### src/rtl/div_seq.sv
// div_seq: multi-cycle DIV/DIVU sequencer beside the EX stage.
// Radix-2 restoring division, one quotient bit per cycle. It requests a
// pipeline stall while busy and returns {remainder, quotient} for the
// HI/LO write path.
module div_seq #(
    parameter int WIDTH = 32,
    parameter int CNTW  = 6
) (
    input  logic               clk,
    input  logic               rst,
    input  logic               start_i,
    input  logic               annul_i,
    input  logic               signed_i,
    input  logic [WIDTH-1:0]   opdata1_i,
    input  logic [WIDTH-1:0]   opdata2_i,
    output logic [2*WIDTH-1:0] result_o,
    output logic               ready_o,
    output logic               stall_req_o
);

    typedef enum logic [1:0] {
        IDLE,
        BYZERO,
        RUN,
        DONE
    } state_t;

    state_t               state_q, state_d;
    logic [CNTW-1:0]      cnt_q, cnt_d;
    // Dividend magnitude shifts out at the MSB while quotient bits shift in at the LSB.
    logic [WIDTH-1:0]     dvd_q, dvd_d;
    logic [WIDTH-1:0]     dvs_q, dvs_d;
    logic [WIDTH-1:0]     rem_q, rem_d;
    logic                 negq_q, negq_d;
    logic                 negr_q, negr_d;
    logic [2*WIDTH-1:0]   result_q, result_d;
    logic                 ready_q, ready_d;

    logic                 op1_neg, op2_neg;
    logic [WIDTH-1:0]     mag1, mag2;
    logic [WIDTH:0]       rem_shift;
    logic                 rem_ge;
    logic [WIDTH-1:0]     rem_sub;

    // Operand magnitudes and one restoring-division step.
    always_comb begin
        op1_neg   = signed_i & opdata1_i[WIDTH-1];
        op2_neg   = signed_i & opdata2_i[WIDTH-1];
        mag1      = op1_neg ? -opdata1_i : opdata1_i;
        mag2      = op2_neg ? -opdata2_i : opdata2_i;
        rem_shift = {rem_q, dvd_q[WIDTH-1]};
        rem_ge    = (rem_shift >= {1'b0, dvs_q});
        // When rem_ge holds the difference is below the divisor, so WIDTH bits suffice.
        rem_sub   = rem_shift[WIDTH-1:0] - dvs_q;
    end

    // Next-state, datapath and registered-output logic.
    always_comb begin
        state_d  = state_q;
        cnt_d    = cnt_q;
        dvd_d    = dvd_q;
        dvs_d    = dvs_q;
        rem_d    = rem_q;
        negq_d   = negq_q;
        negr_d   = negr_q;
        result_d = result_q;
        ready_d  = ready_q;

        if (annul_i) begin
            state_d  = IDLE;
            cnt_d    = '0;
            ready_d  = 1'b0;
            result_d = '0;
        end else begin
            case (state_q)
                IDLE: begin
                    ready_d  = 1'b0;
                    result_d = '0;
                    if (start_i) begin
                        cnt_d = '0;
                        if (opdata2_i == '0) begin
                            state_d = BYZERO;
                        end else begin
                            state_d = RUN;
                            dvd_d   = mag1;
                            dvs_d   = mag2;
                            rem_d   = '0;
                            negq_d  = op1_neg ^ op2_neg;
                            negr_d  = op1_neg;
                        end
                    end
                end
                BYZERO: begin
                    // Zero-divisor answer is presented two edges after accept.
                    if (cnt_q == '0) begin
                        cnt_d = CNTW'(1);
                    end else begin
                        state_d  = DONE;
                        ready_d  = 1'b1;
                        result_d = '0;
                    end
                end
                RUN: begin
                    // Counter runs 0..WIDTH: WIDTH iterations, then a sign-fix/finish cycle.
                    if (cnt_q != CNTW'(WIDTH)) begin
                        rem_d = rem_ge ? rem_sub : rem_shift[WIDTH-1:0];
                        dvd_d = {dvd_q[WIDTH-2:0], rem_ge};
                        cnt_d = cnt_q + CNTW'(1);
                    end else begin
                        state_d  = DONE;
                        ready_d  = 1'b1;
                        result_d = {(negr_q ? -rem_q : rem_q),
                                    (negq_q ? -dvd_q : dvd_q)};
                    end
                end
                DONE: begin
                    if (!start_i) begin
                        state_d  = IDLE;
                        ready_d  = 1'b0;
                        result_d = '0;
                    end
                end
                default: begin
                    state_d  = IDLE;
                    ready_d  = 1'b0;
                    result_d = '0;
                end
            endcase
        end
    end

    // State, counter, datapath and outputs, synchronous active-high reset.
    always_ff @(posedge clk) begin
        if (rst) begin
            state_q  <= IDLE;
            cnt_q    <= '0;
            dvd_q    <= '0;
            dvs_q    <= '0;
            rem_q    <= '0;
            negq_q   <= 1'b0;
            negr_q   <= 1'b0;
            result_q <= '0;
            ready_q  <= 1'b0;
        end else begin
            state_q  <= state_d;
            cnt_q    <= cnt_d;
            dvd_q    <= dvd_d;
            dvs_q    <= dvs_d;
            rem_q    <= rem_d;
            negq_q   <= negq_d;
            negr_q   <= negr_d;
            result_q <= result_d;
            ready_q  <= ready_d;
        end
    end

    assign result_o    = result_q;
    assign ready_o     = ready_q;
    assign stall_req_o = start_i & ~ready_q & ~annul_i;

endmodule

### config.mk
export PLATFORM = sky130hd
export DESIGN_NAME = div_seq
export DESIGN_NICKNAME = d
export VERILOG_FILES = /design/src/rtl/div_seq.sv
export SDC_FILE = /design/constraint.sdc
export NUM_CORES = 1
export LEC_CHECK = 0
export ABC_AREA = 1
export CORE_MARGIN = 5
export CORE_UTILIZATION = 50
export DETAILED_ROUTE_END_ITERATION = 6
export PLACE_DENSITY = 0.72
export SYNTH_ARGS = -nofsm -noshare
export SYNTH_HDL_FRONTEND = slang
export SYNTH_SLANG_ARGS = --single-unit
### constraint.sdc
create_clock -name clk -period 4.3 [get_ports clk]
set_input_delay 1.29 -clock clk [delete_from_list [all_inputs] [get_ports clk]]
set_output_delay 1.29 -clock clk [all_outputs]
set_load 0.05 [all_outputs]
==> key figures <==
Synthesis
  – Synthesized cell area: 0.01312 mm2
  – Post-Synth Simple-Gate Area: 0.3849
  – Syn Inst Count: 2205
  – Dominant synthesized flop cell: dfxtp_1
  – XOR/XNOR Fraction of Synth Area: 0.03406
  – Yosys reg bits: 171
  – Post-synthesis sequential area ratio: 0.2610
  – Syn Area/Cell: 5.948 um2
  – Syn Nets: 2319
  – Largest family of logic cells by synthesized area: simple AND/OR/NAND/NOR gates
  – Number of enable flip-flop cells after synthesis: 0
  – Distinct cells, synth: 47
  – Multiplexer share of the synthesized area: 0
  – Post-Synth Adder-Cell Area: 0.04350
  – Compound-gate portion of the synthesized area: 0.1543
  – Synth async-reset ratio: 0
  – Ys Warns: 0

Detailed routing
  – Routed wl met3: 2.864 mm
  – Avg WL per Cell: 15.99 um
  – Pre-antenna DRT Iters: 6
  – Routed via count: 14550
  – Residual DRC count: 0
  – Antenna Nets Post-Route: 0
  – Final wirelength: 42.28 mm
  – Vias per inst: 5.502
  – Top Layer Used: met4
  – Initial DRC count: 1459
  – Met1 Routed Length: around 19 mm
  – Met2 wire length: roughly 19 mm

Finish
  – N_diodes: 0
  – Layout cells sized above 1: 0.04807
  – P&R area growth vs syn: 16.07%
  – Final Non-Filler Cells: between 2000 and 3000
  – Final nets: 2410

Floorplanning
  – IO Count: 135
  – Site Rows: 59
  – Die ar.: 0.02957 mm2
  – Die Span Y: 172.0 um
  – Initial core utilization: 0.5062
  – Placeable Area: 0.02591 mm2
  – Die width: between 150 and 200 um

STA
  – Final Cycle Share: 0.8496
  – Fin. Hold Viols: 0
  – Final setup vio count: 0
  – Post-Route Setup TNS: 0 ns
  – Worst-margin pin slew: 0.6243 ns
  – Slew margin rel.: 0.5833
  – Clock period minus worst slack: 3.653 ns
  – Unrepaired setup endpoints after global routing: no
  – Worst Clk Skew: 0.01489 ns
  – Fin. max-slew vios: 0
  – Fmax: about 0.27 GHz

Clocking
  – CTS tree: yes
  – Clock Pin Slew Worst Setup and Hold Paths: 0.07 ns
  – CTS H-tree lvls: 4
  – Max Buffers Root-to-Sink: 2
  – Cts hold-fix bufs: 0
  – PostCTS Resize Cnt: 0
  – Root Buffer: clkbuf_16
  – Cts bufs inserted: 17
  – Clock latency on the worst-skew pair: 0.45 ns
  – Clock Sinks: 171
  – Post-CTS Setup Repair Bufs: 0

Power
  – Part of the power in registers: 0.387
  – Comb power frac: 0.238
  – Pwr per Cell Area: 287.0 mW/mm2
  – Internal: 2.792 mW
  – Clock share of power: 0.375
  – Peak supply drop: 0.0002077 V
  – Leak: 6.960 nW
  – Sw power: 1.577 mW
  – Net Sw Frac: 0.3611
  – Pwr Total: 4.369 mW

Hold path
  – Hold Path Depth: 2
  – Hold_sp: dvs_q[2]
  – Worst min path class: reg -> reg
  – Hold Path Sink: dvs_q[2]

Setup path
  – Startpoint types: input pin
  – Critical path peak fanout: 3
  – Crit path DAT: about 2.4 ns
  – Worst Path Required: 3.01 ns
  – Crit path kind: in -> out
  – FF-to-FF path depth: 14
  – Setup slack, reg-to-reg: 1.62 ns
  – Critical Path End Type: output port
  – RR Endpoint: rem_q[2]
  – RR Startpoint: rem_q[18]

Place
  – DP Cell Count: between 2000 and 3000
  – Final HPWL DP: 32.99 mm
  – Final Wtd Congestion: 0.9894
  – I/O Buffers: approximately 130

Run
  – Max Cap Viol: 0

Global route
  – Pin count of the biggest net entering global routing: 69
  – Vias in the first global route: about 13000
  – Congestion Overflow GR: 0
  – Initial antenna violation count: 0
  – First-pass GRT wire length: 67.72 mm
  – GRT Overall Usage: 0.2822

Outcome
  – Status: completed
state kept, by name, indices dropped and copies added (netlist names):
signal and flops:
cnt_q 6, dvd_q 32, dvs_q 32, negq_q 1, negr_q 1, ready_o 1
rem_q 32, result_o 64, state_q 2
synth_stat cells, types with 26 or more instances:
| library cell | n | area share |
|---|---|---|
| clkbuf_1 | 35 | 0.010 |
| xor2_1 | 26 | 0.017 |
| nand2_1 | 645 | 0.18 |
| ha_1 | 44 | 0.042 |
| inv_1 | 300 | 0.086 |
| o21ai_1 | 27 | 0.010 |
| nor2_1 | 200 | 0.057 |
| nand3_1 | 213 | 0.081 |
| o21ai_0 | 97 | 0.037 |
| a21oi_1 | 213 | 0.081 |
| dfxtp_1 | 171 | 0.26 |
layout make-up:
cell class                      count  area [um2]
Tap cell                          335       419.2
Clock inverter                     15       209.0
Timing Repair Buffer              154        1509
Inverter                          304        1141
Clock buffer                       17       425.4
Fill cell                        2649       10690
Multi-Input combinational cell   1648        8098
Sequential cell                   171        3423
power groups by stage:
| stage | Combinational, mW | Clock [mW] | Sequential (mW) |
|---|---|---|---|
| 4_1_cts | 1.03 | 1.66 | 1.69 |
| 2_1_floorplan | 0.714 | 0 | 1.72 |
| 5_1_grt | 1.16 | 1.73 | 1.70 |
| 6_report | 1.04 | 1.64 | 1.69 |
| 3_5_place_dp | 1.02 | 0 | 1.73 |
| 3_3_place_gp | 1.01 | 0 | 1.72 |
kinds of logic (layout without fill, tap and decap cells):
group                      count (synthesis)  count (layout)
DFF                                      171             171
xor gates and xnor gates                  51              51
adders and majority gates                 45              45
and+or+nand+nor                         1170            1170
AOI/OAI and AO/OA                        382             382
buffers and inverters                    386             490
layout by cell type, fill, tap and decap left out, types with 8 or more instances in the layout:
| cell | n |
|---|---|
| clkdlybuf4s50_1 | 132 |
| xnor2_1 | 25 |
| inv_1 | 300 |
| xor2_1 | 26 |
| nor3_1 | 15 |
| nand3_2 | 8 |
| o211ai_1 | 14 |
| nor2_1 | 199 |
| nand3_1 | 213 |
| nor2_2 | 15 |
| ha_1 | 44 |
| nand4_1 | 25 |
| o21ai_1 | 27 |
| nand3b_1 | 14 |
| a31oi_1 | 13 |
| o21ai_0 | 97 |
| clkbuf_16 | 17 |
| a21oi_1 | 213 |
| dfxtp_1 | 171 |
| nand2_1 | 645 |
| buf_4 | 19 |
worst max-delay path by stage:
stage	endpoint	slack [ns]	from
6_report	stall_req_o	0.65	annul_i
4_1_cts	stall_req_o	0.66	annul_i
3_3_place_gp	dvd_q[20]	0.49	opdata2_i[0]
3_5_place_dp	dvd_q[17]	0.41	opdata2_i[0]
5_1_grt	stall_req_o	0.55	annul_i
2_1_floorplan	stall_req_o	0.89	annul_i
critical path, stage by stage:
cell             delay (ns)
clkdlybuf4s50_1        0.42
inv_1                  0.15
nand2_1                0.13
nor2_1                 0.20
buf_12                 0.17
metrics by stage:
step / worst slack, ns / hold slack [ns] / area, um2 / util
floorplan: 0.8915 / 0.4324 / 13120 / -
global placement: 0.4918 / 0.4509 / 14590 / 0.5631
detailed placement: 0.4054 / 0.4573 / 14590 / 0.5631
CTS: 0.6550 / 0.4684 / 15220 / 0.5876
global route: 0.5451 / 0.4847 / 15220 / 0.5876
finish: 0.6466 / 0.4643 / 15220 / 0.5876
per-layer routing:
layer | track usage | up-vias
li1 | - | 7301
met4 | 0.1080 | 0
met1 | 0.3910 | 6623
met3 | 0.03864 | 89
met5 | 0 | -
met2 | 0.4471 | 533
Note: power is estimated with default switching activity, not from simulation.
